`config.mk`:
```
export PLATFORM = sky130hd
export DESIGN_NAME = chunked_seq_adder_flat
export DESIGN_NICKNAME = d
export VERILOG_FILES = /design/src/rtl/chunked_seq_adder_if.sv /design/src/rtl/chunked_seq_adder.sv /design/src/flat_wrapper.sv
export SDC_FILE = /design/constraint.sdc
export NUM_CORES = 1
export LEC_CHECK = 0
export ABC_AREA = 1
export BUFFER_PORTS_ARGS = -buffer_cell sky130_fd_sc_hd__buf_4
export CORE_MARGIN = 2
export CORE_UTILIZATION = 35
export DETAILED_ROUTE_END_ITERATION = 8
export HOLD_SLACK_MARGIN = 0.05
export PLACE_DENSITY_LB_ADDON = 0.08
export RECOVER_POWER = 50
export SLEW_MARGIN = 20
export SYNTH_ARGS = -nofsm -noshare
export SYNTH_HDL_FRONTEND = slang
export SYNTH_SLANG_ARGS = --single-unit
```
`constraint.sdc`:
```
create_clock -name clk -period 2.05 [get_ports clk]
set_input_delay 0.41 -clock clk [delete_from_list [all_inputs] [get_ports clk]]
set_output_delay 0.41 -clock clk [all_outputs]
set_load 0.03 [all_outputs]
```
`src/rtl/chunked_seq_adder_if.sv`:
```
// rtl/chunked_seq_adder_if.sv - start/busy/done handshake and operand/result bundle
// The adder takes the slave side; whoever issues operations takes the master side.
interface chunked_seq_adder_if #(
  parameter int WIDTH = 16
);
  logic             start;
  logic [WIDTH-1:0] a;
  logic [WIDTH-1:0] b;
  logic             cin;
  logic             busy;
  logic             done;
  logic [WIDTH-1:0] s;
  logic             cout;
  logic             ovf;

  modport master (
    output start, a, b, cin,
    input  busy, done, s, cout, ovf
  );

  modport slave (
    input  start, a, b, cin,
    output busy, done, s, cout, ovf
  );
endinterface

```
`src/rtl/chunked_seq_adder.sv`:
```
// rtl/chunked_seq_adder.sv - multi-cycle adder, one CHUNK-bit slice per clock
// Carry is held in a register between slices; results appear only at the done edge.
module chunked_seq_adder #(
  parameter int WIDTH = 16,
  parameter int CHUNK = 4
) (
  input  logic                clk,
  input  logic                rst,
  chunked_seq_adder_if.slave  bus
);
  localparam int N    = WIDTH / CHUNK;
  localparam int IDXW = (N > 1) ? $clog2(N) : 1;

  typedef enum logic {
    IDLE = 1'b0,
    RUN  = 1'b1
  } state_e;

  state_e           state_q, state_d;
  logic [IDXW-1:0]  idx_q, idx_d;
  logic             carry_q, carry_d;
  logic [WIDTH-1:0] a_q, a_d;
  logic [WIDTH-1:0] b_q, b_d;
  logic [WIDTH-1:0] psum_q, psum_d;
  logic [WIDTH-1:0] s_q, s_d;
  logic             cout_q, cout_d;
  logic             ovf_q, ovf_d;
  logic             done_q, done_d;

  logic             accept;
  logic             last_slice;
  int unsigned      sh;
  logic [CHUNK-1:0] a_sl;
  logic [CHUNK-1:0] b_sl;
  logic [CHUNK:0]   slice_sum;
  logic [WIDTH-1:0] slice_mask;

  assign accept     = (state_q == IDLE) && bus.start;
  assign last_slice = (state_q == RUN) && (idx_q == IDXW'(N - 1));

  // Slice adder: selects slice idx of the latched operands by shifting.
  always_comb begin
    sh         = 32'(idx_q) * 32'(CHUNK);
    a_sl       = CHUNK'(a_q >> sh);
    b_sl       = CHUNK'(b_q >> sh);
    slice_sum  = {1'b0, a_sl} + {1'b0, b_sl} + {{CHUNK{1'b0}}, carry_q};
    slice_mask = WIDTH'({CHUNK{1'b1}}) << sh;
  end

  // FSM: state register
  always_ff @(posedge clk) begin
    if (rst) begin
      state_q <= IDLE;
    end else begin
      state_q <= state_d;
    end
  end

  // FSM: next state
  always_comb begin
    state_d = state_q;
    case (state_q)
      IDLE:    if (bus.start) state_d = RUN;
      RUN:     if (last_slice) state_d = IDLE;
      default: state_d = IDLE;
    endcase
  end

  // FSM: outputs, all taken straight from registers
  always_comb begin
    bus.busy = (state_q == RUN);
    bus.done = done_q;
    bus.s    = s_q;
    bus.cout = cout_q;
    bus.ovf  = ovf_q;
  end

  // Datapath next state
  always_comb begin
    a_d     = a_q;
    b_d     = b_q;
    carry_d = carry_q;
    idx_d   = idx_q;
    psum_d  = psum_q;
    s_d     = s_q;
    cout_d  = cout_q;
    ovf_d   = ovf_q;
    done_d  = 1'b0;
    if (accept) begin
      a_d     = bus.a;
      b_d     = bus.b;
      carry_d = bus.cin;
      idx_d   = '0;
      psum_d  = '0;
    end else if (state_q == RUN) begin
      psum_d  = (psum_q & ~slice_mask) | (WIDTH'(slice_sum[CHUNK-1:0]) << sh);
      carry_d = slice_sum[CHUNK];
      idx_d   = idx_q + IDXW'(1);
      if (last_slice) begin
        // Overflow judged on the latched operands, not on the live inputs.
        s_d    = psum_d;
        cout_d = slice_sum[CHUNK];
        ovf_d  = (a_q[WIDTH-1] == b_q[WIDTH-1]) && (psum_d[WIDTH-1] != a_q[WIDTH-1]);
        done_d = 1'b1;
        idx_d  = '0;
      end
    end
  end

  always_ff @(posedge clk) begin
    if (rst) begin
      a_q     <= '0;
      b_q     <= '0;
      carry_q <= 1'b0;
      idx_q   <= '0;
      psum_q  <= '0;
      s_q     <= '0;
      cout_q  <= 1'b0;
      ovf_q   <= 1'b0;
      done_q  <= 1'b0;
    end else begin
      a_q     <= a_d;
      b_q     <= b_d;
      carry_q <= carry_d;
      idx_q   <= idx_d;
      psum_q  <= psum_d;
      s_q     <= s_d;
      cout_q  <= cout_d;
      ovf_q   <= ovf_d;
      done_q  <= done_d;
    end
  end
endmodule

```
`src/flat_wrapper.sv`:
```
// flat-port wrapper written by rule: the top's interface ports become plain ports
module chunked_seq_adder_flat 
#(
  parameter int WIDTH = 16,
  parameter int CHUNK = 4
)
  (clk, rst, bus_start, bus_a, bus_b, bus_cin, bus_busy, bus_done, bus_s, bus_cout, bus_ovf);
  chunked_seq_adder_if #(.WIDTH(WIDTH)) bus_i ();
  input  logic clk;
  input  logic rst;
  input wire logic [$bits(bus_i.start)-1:0] bus_start;
  input wire logic [$bits(bus_i.a)-1:0] bus_a;
  input wire logic [$bits(bus_i.b)-1:0] bus_b;
  input wire logic [$bits(bus_i.cin)-1:0] bus_cin;
  output wire logic [$bits(bus_i.busy)-1:0] bus_busy;
  output wire logic [$bits(bus_i.done)-1:0] bus_done;
  output wire logic [$bits(bus_i.s)-1:0] bus_s;
  output wire logic [$bits(bus_i.cout)-1:0] bus_cout;
  output wire logic [$bits(bus_i.ovf)-1:0] bus_ovf;
  assign bus_i.start = bus_start;
  assign bus_i.a = bus_a;
  assign bus_i.b = bus_b;
  assign bus_i.cin = bus_cin;
  assign bus_busy = bus_i.busy;
  assign bus_done = bus_i.done;
  assign bus_s = bus_i.s;
  assign bus_cout = bus_i.cout;
  assign bus_ovf = bus_i.ovf;
  chunked_seq_adder #(.WIDTH(WIDTH), .CHUNK(CHUNK)) u_core (.clk(clk), .rst(rst), .bus(bus_i));
endmodule
```
# Word-level counts from Yosys, hierarchy flattened

Cells that the tools add are included.

Register bits after elaboration: 71
Output and inout bits: 20
Word-level logic and storage cells: 39

$add $sub $neg: 3
Equal/unequal tests: 3
Shifts and indexed selects: 4
Multiplexer cells: 7
Bitwise logic cells: 5
Reductions and logical operators: 7

Operators by type and width:

| operator                                         | count |
|---|---|
| right shift 16 x 4 -> 4 bit                      | 2 |
| AND 16 bit                                       | 1 |
| inverter 16 bit                                  | 1 |
| OR 16 bit                                        | 1 |
| << shifter 4 x 4 -> 16 bit                       | 1 |
| << shifter 4 x 4 -> 16 bit, first input constant | 1 |
| adder 4 x 4 -> 5 bit                             | 1 |
| adder 5 x 1 -> 5 bit                             | 1 |
| two-way mux 1 bit                                | 5 |
| logical AND 1 bit                                | 3 |
| AND reduction 3 bit                              | 1 |
| OR reduction 3 bit                               | 1 |
| adder 2 x 1 -> 2 bit, second input constant      | 1 |
| == test 2 bit, second input constant             | 1 |
| two-way mux 2 bit                                | 1 |
| inverter 1 bit                                   | 2 |
| one-hot mux 1 bit (2 select lines)               | 1 |
| nonzero test 2 bit                               | 1 |
| OR reduction 2 bit                               | 1 |
| == test 1 bit                                    | 1 |
| inequality test 1 bit                            | 1 |

# Depth between registers and ports, before layout

Gate-level depths: netlist of the first run.

Depth after elaboration: 7
Mapped depth: 15

# Least setup slack after synthesis of the first run

Ideal clock, no wire load.

Kind: flip-flop to flip-flop
Start point: register u_core.idx_q[0]
End point: register u_core.psum_q[6]
Library setup time: 0.056 ns
Data arrival time: 2.187 ns
Required time: 1.994 ns
Path slack: -0.193 ns
Stages on the path, launching flop included: 16
Period minus slack after synthesis: 2.243 ns
Path through: dfxtp_1 > inv_2 > clkbuf_1 > nor2_1 > o22ai_1 > fa_1 > inv_1 > fa_1 > inv_1 > or2_1 > nand2_1 > nor2_1 > nand2_1 > o21ai_1 > o21ai_1 > inv_1

Word-level cells in the longest chain between the ends: 5
Elaborated cells between the ends (all ways): 9
Those cells by class: 2 x add/sub; 4 x shift; 3 x bitwise

Ends and longest elaborated chain:

| item                                                  | line                                             | source |
|---|---|---|
| from (decl)                                           | chunked_seq_adder.sv:20                          | `logic [IDXW-1:0] idx_q, idx_d;` |
| from (signal assigned)                                | chunked_seq_adder.sv:125                         | `idx_q <= idx_d;` |
| right shift 16 x 4 -> 4 bit, on equally long branches | chunked_seq_adder.sv:44, chunked_seq_adder.sv:45 |  |
| adder 4 x 4 -> 5 bit                                  | chunked_seq_adder.sv:46                          | `slice_sum = {1'b0, a_sl} + {1'b0, b_sl} + {{CHUNK{1'b0}}, carry_q};` |
| adder 5 x 1 -> 5 bit                                  | chunked_seq_adder.sv:46                          |  |
| << shifter 4 x 4 -> 16 bit                            | chunked_seq_adder.sv:96                          | `psum_d = (psum_q & ~slice_mask) \| (WIDTH'(slice_sum[CHUNK-1:0]) << sh);` |
| OR 16 bit (*)                                         | chunked_seq_adder.sv:96                          |  |
| to (signal assigned)                                  | chunked_seq_adder.sv:126                         | `psum_q <= psum_d;` |
| to (decl)                                             | chunked_seq_adder.sv:24                          | `logic [WIDTH-1:0] psum_q, psum_d;` |

Mark *: on every way between the ends. The rest lies on a longest branch, timed or not.
A chain may end at the register's enable or synchronous reset.

# Final worst setup path of the first run

Ends and elaborated chain as after synthesis.

==> key figures, run 1 <==
Outcome
  – Status: finished with violations
  – Violated checks: negative setup slack

Routing
  – WL/cell: between 10 and 15 um
  – Iter 0 DRT Violations: 74
  – DRT Pass-1 Iters: 5
  – Detail-routed via count per cell: about 4.7
  – Antenna-violating nets left: 0
  – Via count: about 2900
  – Residual DRC count: 0
  – DRT Wirelength: 8255 um

Timing
  – Worst slew pin tran: approximately 0.55 ns
  – FMAX: 0.4585 GHz
  – Setup TNS Final: -1.091 ns
  – Fin. Hold Viols: 0
  – Setup violators final: 19
  – Slew headroom: a little over three fifths
  – Clock Skew: 0.005965 ns
  – Hold_ws: ~0.28 ns
  – RSZ-0062 raised after global routing: yes
  – Part of the cycle the worst path needs: 106.4%
  – Final setup margin: -0.1309 ns
  – Final Critical Period: 2.181 ns
  – Count of final max-slew check failures: 0

Critical path
  – CP bufs+invs: 4
  – Largest delay share family, worst path: adder cells
  – Worst Setup End Kind: register
  – Crit-path max cell delay: about 0.41 ns
  – Crit Path Class: register to register
  – CP max stage cell: fa_2
  – Crit path cell chain: buf_12, o21ai_2, o22ai_2, fa_2, inv_2, fa_2, inv_2, or2_1, nand2_1, nor2_2, nand2_1, o21ai_2, o21ai_1, inv_1
  – CP arrival: around 2.4 ns
  – CP max FO: 7
  – CP startpoint kind: register
  – CP Data Required Time: 2.29 ns

Cells and area
  – FILL cells: roughly 920
  – Layout Cells excl Fill: 611
  – Diodes inserted: 0
  – Utilization after layout: a little under half
  – Nets@finish: 543
  – Layout cell share with drive strength beyond 1: just under 30%
  – Area delta synth->final: 31.92%

Global routing
  – Vias in the first global route: 2719
  – Grt ovf: 0
  – Initial antenna violation count: 0
  – Global-route wire length before repair: roughly 13000 um
  – Largest net degree at the start of global routing: 33
  – Total GRT Usage: between 10% and 20%

Floorplan
  – Die W: about 99 um
  – Die area: 9769 um2
  – Core area: 8721 um2
  – Boundary Pins: 56
  – Die height: ~100 um
  – Row cnt: 34
  – Initial Util: a little over a third

Power and ir drop
  – LEAKAGE: about 0.0019 uW
  – Pwr Total: about 3200 uW
  – Peak VDD IR: 321.9 uV
  – Pwr/cell area: 764.9 nW/um2

Logic synthesis
  – Mapped Nets: ~470
  – Async set-reset flop share out of synthesis: 0%
  – Sequential-to-total area share from yosys stat: a little over two fifths
  – Synthesis-stage register bit count: 68
  – Synth Area per Inst: between 7 and 8 um2
  – Primary FF master, synth: dfxtp_1
  – Synth area leader: dfxtp_1
  – Syn Std Cell Area: ~3100 um2
  – Most frequent cell after synthesis: nor2_1
  – Synth top cells by count: nor2_1 (111), dfxtp_1 (68), o21ai_0 (47), inv_1 (44), nand2_1 (28)
  – Cell count after synthesis: ~430
  – Top cells by area, synth: dfxtp_1 (43%), nor2_1 (13%), o21ai_0 (7.5%)
  – Post-synth EDFFs: 0
  – Synth warn: 0
  – Top cell type's share of synthesized area: about 43%
  – Distinct cells, synth: 33

Hold path
  – Min-delay worst type: input pin to register

Clock tree
  – CTS Root Cell: clkbuf_8
  – CTS tree: done
  – Clk buf depth: 2
  – CTS buffer count: 9
  – Clock latency on the worst-skew pair: 0.35 ns
  – Clk slew on worst S/H paths: about 0.070 ns
  – CTS Sinks: 68
  – H-tree Lvls: 3
  – Cts hold-fix bufs: 0

Placement
  – DP Wirelength: 5697 um
  – Inst Count DP: 591
  – I/O Buffers: between 50 and 60
  – Routability cong.: between 0.8 and 0.9

Run
  – Max Cap Viol: 0
[power by group]
part	leakage, uW	switching (uW)	internal (uW)	total (uW)
logic	0.00127	385	291	676
clock network	0.0000931	501	556	1060
registers	0.000559	49.5	1390	1440
total	0.00192	936	2240	3180
[logic make-up after synthesis]
logic type	count (synthesis)	synth area share, %
DFF	68	43.24
buffers and inverters	78	10.89
and+or+nand+nor	155	20.99
AOI/OAI and AO/OA	119	20.83
adders and majority gates	9	4.054
[timing repair]
item	4_1_cts	5_1_grt
setup endpoints to repair	25	25
cloned	0	0
pin swaps	8	17
setup buffers	3	1
gates resized for setup	20	33
[cell type report]
type	instances	area (um2)	share of cell area, %
well taps	108	135.1	3.254
multi-input cells	283	1684	40.55
clock inverters	5	52.55	1.265
repair buffers	84	574.3	13.83
inverters	52	206.4	4.971
clock buffers	11	131.4	3.164
flip-flops and latches	68	1369	32.96
[per-layer routing]
layer | GRT usage (%) | up-vias | part of all wire, %
met5 | 0 | - | 0
met4 | 6.006 | 0 | 1.8
met3 | 3.404 | 13 | 4.0
met2 | 28.43 | 57 | 49
met1 | 22.02 | 1308 | 45
li1 | - | 1513 | -
[cell usage in the layout, fill, tap and decap left out, types with 2 or more instances in the layout]
master	count
a21oi_1	18
a21oi_2	4
a21oi_4	2
buf_4	62
clkbuf_1	20
clkbuf_2	2
clkbuf_8	9
clkinv_2	3
dfxtp_1	66
dfxtp_4	2
fa_2	2
ha_1	5
ha_4	2
inv_1	40
inv_2	8
inv_4	2
nand2_1	22
nand2_2	6
nand2_4	5
nand3_2	3
nand3_4	2
nor2_1	106
nor2_2	4
nor2_4	2
o21ai_0	41
o21ai_1	26
o21ai_2	8
o22ai_1	5
o22ai_2	8
[registers in the layout, indices dropped and copies added (netlist names)]
| register | cells |
|---|---|
| u_core.idx_q | 2 |
| u_core.bus.done | 1 |
| u_core.b_q | 16 |
| u_core.bus.busy | 1 |
| u_core.a_q | 16 |
| u_core.carry_q | 1 |
| u_core.bus.s | 16 |
| u_core.psum_q | 13 |
| u_core.bus.cout | 1 |
| u_core.bus.ovf | 1 |
[worst min-delay path, delay by kind of cell]
kind | cells | cell delay, ns
and+or+nand+nor | 2 | 0.11
buffers and inverters | 1 | 0.07
[metrics by stage]
stage          cell area (um2)  setup WS [ns]
2_1_floorplan             3207       -0.01164
3_3_place_gp              3785        -0.1171
3_5_place_dp              3785        -0.1382
4_1_cts                   4064        -0.1140
5_1_grt                   4153        -0.2115
6_report                  4153        -0.1309
[worst paths after layout]
path,from,to,slack (ns),depth (start not counted)
setup reg to reg,u_core.idx_q[0]$_SDFFE_PP0P_,u_core.psum_q[6]$_SDFFE_PP0P_,-0.13,14
hold / removal,bus_b[1],u_core.b_q[1]$_SDFFE_PP0P_,0.28,3
setup / recovery,u_core.idx_q[0]$_SDFFE_PP0P_,u_core.psum_q[6]$_SDFFE_PP0P_,-0.13,14
hold reg to reg,u_core.bus.s[12]$_SDFFE_PP0P_,u_core.bus.s[12]$_SDFFE_PP0P_,0.47,2
Note: power is estimated with default switching activity, not from simulation.
==> run 2: changes to the inputs <==
--- a/config.mk
+++ b/config.mk
@@ -11,7 +11,6 @@
 export CORE_UTILIZATION = 35
 export DETAILED_ROUTE_END_ITERATION = 8
 export HOLD_SLACK_MARGIN = 0.05
-export PLACE_DENSITY_LB_ADDON = 0.08
 export RECOVER_POWER = 50
 export SLEW_MARGIN = 20
 export SYNTH_ARGS = -nofsm -noshare
==> run 2 against run 1 <==
- the flow still finishes with violations (negative setup slack)
- non-clock buffer count shrank 1
- flip-flop and latch count stayed put
- register-to-register slack hardly changed
- design area up 1.0%
- core utilization increased by 0.49 points
- sequential share of layout area shrank 0.33 points
- clock power is 17% higher
- critical path type unchanged
- critical path depth did not move
- routed wire length down 1.3%
- die area stayed put
- clock-buffer cell count is 2 lower
==> key figures, run 2 (synthesized netlist as in run 1, its figures left out) <==
Floorplan
  – Die height: around 100 um
  – Initial Util: a little over a third
  – Die area: roughly 9800 um2
  – Die W: 98.84 um
  – Boundary Pins: 56
  – Row cnt: 34
  – Core area: around 8700 um2

Cells and area
  – FILL cells: between 800 and 900
  – Layout cell share with drive strength beyond 1: about 30%
  – Most common cell after layout, fill and taps aside: nor2_1
  – Area delta synth->final: 33.27%
  – Nets@finish: approximately 540
  – FF+latch area: ~1400 um2
  – Most frequent cells in the layout: nor2_1 (105), dfxtp_1 (66), buf_4 (57), inv_1 (40), o21ai_0 (36)
  – Layout Cells excl Fill: approximately 600
  – Diodes inserted: 0
  – Area occupied by multi-input gates: 1688 um2

Clock tree
  – CTS Root Cell: clkbuf_8
  – CTS Sinks: 68
  – Cts hold-fix bufs: 0
  – CTS tree: done
  – Clk slew on worst S/H paths: around 0.080 ns
  – Clk buf depth: 2
  – H-tree Lvls: 3
  – Clock latency on the worst-skew pair: around 0.35 ns
  – CTS buffer count: 9

Timing
  – Final Critical Period: approximately 2.2 ns
  – Slew headroom: between 50% and 60%
  – Worst slew pin tran: 0.7186 ns
  – Fin. Hold Viols: 0
  – Count of final max-slew check failures: 0
  – Clock Skew: 0.006127 ns
  – Part of the cycle the worst path needs: 106.5%
  – RSZ-0062 raised after global routing: yes
  – FMAX: approximately 0.46 GHz
  – Setup violators final: 24
  – Final setup margin: -0.1326 ns

Routing
  – WL/cell: between 10 and 15 um
  – Residual DRC count: 0
  – DRT Wirelength: around 8100 um
  – Antenna-violating nets left: 0
  – DRT Pass-1 Iters: 7
  – Iter 0 DRT Violations: roughly 80
  – Via count: 2940
  – Detail-routed via count per cell: between 4 and 5

Placement
  – I/O Buffers: 55
  – DP Wirelength: 5559 um
  – Inst Count DP: roughly 590
  – Placement Setup Slack: -0.09300 ns
  – Routability cong.: around 0.84

Critical path
  – CP startpoint kind: register
  – CP max FO: 5
  – Reg-to-reg slack, setup: -0.13 ns
  – CP Data Required Time: about 2.3 ns
  – Worst Setup End Kind: register
  – CP arrival: between 2 and 2.5 ns
  – Crit Path Class: register to register

Global routing
  – Grt ovf: 0
  – Largest net degree at the start of global routing: 33
  – Vias in the first global route: ~2900
  – Initial antenna violation count: 0
  – Total GRT Usage: between 10% and 20%
  – Global-route wire length before repair: 13390 um

Outcome
  – Status: finished with violations
  – Violated checks: negative setup slack

Power and ir drop
  – Peak VDD IR: around 400 uV
  – Pwr/cell area: 796.2 nW/um2
  – Pwr Total: around 3300 uW
  – LEAKAGE: around 0.0019 uW

Run
  – Max Cap Viol: 0

Hold path
  – Min-delay worst type: input pin to register
run 2: routing by layer:
metal	GRT usage [%]	wire [um]
met2	28.85	4039
met5	0	0
met1	20.48	3594
met4	6.955	193
met3	4.397	318
run 2: final timing paths:
kind,to,cells past startpoint,startpoint
max,u_core.bus.s[6]$_SDFFE_PP0P_,14,u_core.idx_q[0]$_SDFFE_PP0P_
min,u_core.a_q[0]$_SDFFE_PP0P_,3,bus_a[0]
max reg2reg,u_core.bus.s[6]$_SDFFE_PP0P_,14,u_core.idx_q[0]$_SDFFE_PP0P_
min reg2reg,u_core.bus.s[12]$_SDFFE_PP0P_,2,u_core.bus.s[12]$_SDFFE_PP0P_
run 2: layout make-up:
type                       count  area share (%)
inverter                      52           4.891
timing repair buffer          83           13.72
multi-input combinational    283           40.23
tap                          108           3.221
sequential                    68           32.63
clock buffer                   9           2.953
clock inverter                 7           2.356
run 2: what timing repair did:
action,4_1_cts,5_1_grt
cloned,0,0
pin swaps,13,13
gates resized for setup,25,39
buffers inserted,2,3
setup endpoints to repair,25,25
run 2: power by group:
group          switching, uW  internal, uW  total [uW]
logic                    374           278         653
registers               56.1          1390        1450
clock network            546           693        1240
total                    977          2360        3340
run 2: per-stage QoR:
step | util [%] | TNS (ns) | cell area, um2 | hold slack (ns)
after CTS | 47.10 | -0.9343 | 4108 | 0.2639
after floorplan | - | -0.02326 | 3207 | 0.4413
after global routing | 48.11 | -4.760 | 4195 | 0.2606
final | 48.11 | -2.102 | 4195 | 0.2746
after detailed placement | 43.23 | -1.001 | 3770 | 0.4567
after global placement | 43.23 | -0.2888 | 3770 | 0.4554
run 2: critical path, cell delays in order (launching register included):
cell and delay (ns):
dfxtp_4 0.39, buf_6 0.13, nor2_2 0.11, o22ai_2 0.09, fa_2 0.39, inv_2 0.07, fa_2 0.19, inv_2 0.04
or2_1 0.23, nand2_1 0.08, nor2_2 0.04, nand2_1 0.07, o21ai_2 0.06, o21ai_1 0.12, inv_1 0.05
==> run 3: changes to the inputs <==
--- a/config.mk
+++ b/config.mk
@@ -5,7 +5,6 @@
 export SDC_FILE = /design/constraint.sdc
 export NUM_CORES = 1
 export LEC_CHECK = 0
-export ABC_AREA = 1
 export BUFFER_PORTS_ARGS = -buffer_cell sky130_fd_sc_hd__buf_4
 export CORE_MARGIN = 2
 export CORE_UTILIZATION = 35
==> run 3 against run 2 <==
- the run still ends with negative setup slack left
- highest routed layer unchanged
- global-route usage decreased by 0.16 points
- sequential share of layout area increased by 2.3 points
- clock-buffer cell count increased by 1
- clock power decreased by 10%
- critical path depth decreased by 6
- maximum frequency decreased by 7.0%
- die area decreased by 8.9%
- flip-flop and latch count decreased by 1
- clock skew increased by 0.0037 ns
- design area decreased by 8.1%
==> key figures, run 3 <==
Critical path
  – Worst Setup End Kind: register
  – CP Data Required Time: 2.27 ns
  – Worst r2r path cells: 8
  – Crit path cell chain: buf_12, mux4_2, ha_4, a21o_1, or3_4, buf_6, a32oi_1, nor2_1
  – CP arrival: roughly 2.6 ns
  – Crit Path Class: register to register
  – CP max FO: 8
  – CP max stage cell: mux4_2
  – Crit-path max cell delay: about 0.52 ns
  – CP startpoint kind: register

Hold path
  – Min-delay worst type: input pin to register
  – Worst hold stages: 3

Timing
  – Slew headroom: 46.62%
  – FMAX: between 0.4 and 0.5 GHz
  – Clock Skew: between 0.009 and 0.01 ns
  – RSZ-0062 raised after global routing: yes
  – Final setup margin: -0.2971 ns
  – Hold_ws: 0.3027 ns
  – Final Critical Period: 2.347 ns
  – Part of the cycle the worst path needs: 114.5%
  – Setup violators final: 24
  – Setup TNS Final: -4.839 ns
  – Fin. Hold Viols: 0
  – Worst slew pin tran: roughly 0.8 ns
  – Count of final max-slew check failures: 0

Global routing
  – Grt ovf: 0
  – Grt met2 use: about 28%
  – Global-route wire length before repair: approximately 12000 um
  – Most crowded layer after global routing: met2
  – Met3 Use GR: ~3.3%
  – Total GRT Usage: approximately 17%
  – Initial antenna violation count: 0
  – Vias in the first global route: 2436
  – Largest net degree at the start of global routing: 37
  – GR met1 Demand/Resource: a little over a fifth

Logic synthesis
  – Synth warn: 0
  – Synth Area per Inst: approximately 8.7 um2
  – Mapped Nets: between 300 and 400
  – Async set-reset flop share out of synthesis: 0%
  – Synth area leader: dfxtp_1
  – Top cells by area, synth: dfxtp_1 (47%), nand2_1 (9.2%), a21oi_1 (7.0%)
  – Syn Std Cell Area: between 2000 and 3000 um2
  – Synthesis-stage register bit count: 67
  – Distinct cells, synth: 32
  – Top cell type's share of synthesized area: a little under half
  – Post-synth EDFFs: 0
  – Primary FF master, synth: dfxtp_1
  – Most frequent cell after synthesis: nand2_1
  – Synth top cells by count: nand2_1 (70), dfxtp_1 (67), a21oi_1 (40), nor2_1 (35), clkbuf_1 (15)
  – Cell count after synthesis: 330
  – Sequential-to-total area share from yosys stat: 46.94%

Routing
  – WL/cell: between 10 and 15 um
  – DRT Pass-1 Iters: 4
  – Antenna-violating nets left: 0
  – Residual DRC count: 0
  – Iter 0 DRT Violations: 92
  – Detail-routed via count per cell: a little over 5
  – Via count: between 2000 and 3000
  – DRT Wirelength: about 7200 um

Clock tree
  – CTS buffer count: 9
  – H-tree Lvls: 3
  – CTS Sinks: between 60 and 70
  – Clk slew on worst S/H paths: 0.07 ns
  – Cts hold-fix bufs: 0
  – Clock latency on the worst-skew pair: approximately 0.35 ns
  – CTS tree: done
  – CTS Root Cell: clkbuf_8
  – Clk buf depth: 2

Cells and area
  – Layout cell share with drive strength beyond 1: a little under a third
  – FILL cells: 753
  – Most common cell after layout, fill and taps aside: nand2_1
  – Final instance area: 3854 um2
  – Most frequent cells in the layout: nand2_1 (70), dfxtp_1 (65), buf_4 (50), a21oi_1 (39), nor2_1 (34)
  – Diodes inserted: 0
  – FF+latch area: ~1300 um2
  – Area delta synth->final: 34.85%
  – Layout Cells excl Fill: 500
  – Area occupied by multi-input gates: ~1600 um2
  – Nets@finish: roughly 440

Power and ir drop
  – LEAKAGE: about 0.0015 uW
  – Switching share of power: a little over a quarter
  – Internal power: approximately 2200 uW
  – Sequential power share: a little under half
  – Pwr/cell area: 763.3 nW/um2
  – Peak VDD IR: roughly 380 uV
  – Pwr Total: just under 3000 uW
  – Gate power share: 15.3%
  – Net switching power: between 700 and 800 uW
  – Clock Power Share: a little under two fifths

Floorplan
  – Die W: between 90 and 100 um
  – Row cnt: 32
  – Initial Util: between 30% and 40%
  – Die area: 8904 um2
  – Boundary Pins: 56
  – Core area: 7807 um2
  – Die height: approximately 94 um

Placement
  – I/O Buffers: 55
  – Inst Count DP: 481
  – Routability cong.: 0.8480
  – Placed Area: roughly 3500 um2
  – DP Wirelength: approximately 5000 um

Outcome
  – Status: finished with violations
  – Violated checks: negative setup slack

Run
  – Max Cap Viol: 0
## run 3: critical path: cells and delay by family (launching register included)
family	cells	cell delay, ns
muxes	1	0.52
and+or+nand+nor	2	0.42
AOI/OAI and AO/OA	2	0.35
DFF	1	0.40
buffers and inverters	2	0.26
adders and majority gates	1	0.26
## run 3: cells by family (layout without fill, tap and decap cells)
logic type	Yosys count	in the layout	share of synthesized area, %
fa+ha+maj	9	9	4.466
simple gates	130	130	18.70
flops	67	67	46.94
xor+xnor	1	1	0.3065
compound gates	77	77	17.38
buf+inv	36	104	5.210
mux	10	10	7.005
## run 3: per-layer routing
layer,part of all wire (%),routed length [um],vias up
met5,0,0,-
met3,4.5,323,11
met1,45,3203,1198
met4,1.8,130,0
li1,-,-,1270
met2,49,3528,60
## run 3: repair_timing
action,4_1_cts,5_1_grt
pin swaps,16,18
endpoints found under the setup margin,25,25
setup buffers,2,1
gates resized for setup,20,16
## run 3: per-stage QoR
step                      setup WS, ns  util, %
final                          -0.2971    49.36
after global routing           -0.3598    49.36
after CTS                      -0.2845    49.15
after detailed placement       -0.3549    44.94
after global placement         -0.3107    44.94
after floorplan                -0.4883        -
## run 3: layout make-up
class	count	share of cell area (%)
Inverter	10	1.039
Clock inverter	6	1.688
Multi-Input combinational cell	227	40.88
Clock buffer	10	3.571
Timing Repair Buffer	78	14.58
Sequential cell	67	34.93
Tap cell	102	3.312
## run 3: worst paths after layout
kind / from / endpoint / slack (ns)
worst max-delay path: u_core.idx_q[0]$_SDFFE_PP0P_ / u_core.bus.s[15]$_SDFFE_PP0P_ / -0.30
worst min-delay path: bus_a[5] / u_core.a_q[5]$_SDFFE_PP0P_ / 0.30
worst max register to register: u_core.idx_q[0]$_SDFFE_PP0P_ / u_core.bus.s[15]$_SDFFE_PP0P_ / -0.30
worst min register to register: u_core.b_q[12]$_SDFFE_PP0P_ / u_core.b_q[12]$_SDFFE_PP0P_ / 0.46
## run 3: power by group through the flow
stage | Clock [uW] | Sequential (uW) | Combinational [uW]
after global routing | 1190 | 1390 | 497
after CTS | 1140 | 1380 | 433
after floorplan | 0 | 1400 | 259
final | 1110 | 1380 | 451
after detailed placement | 0 | 1410 | 387
after global placement | 0 | 1410 | 381
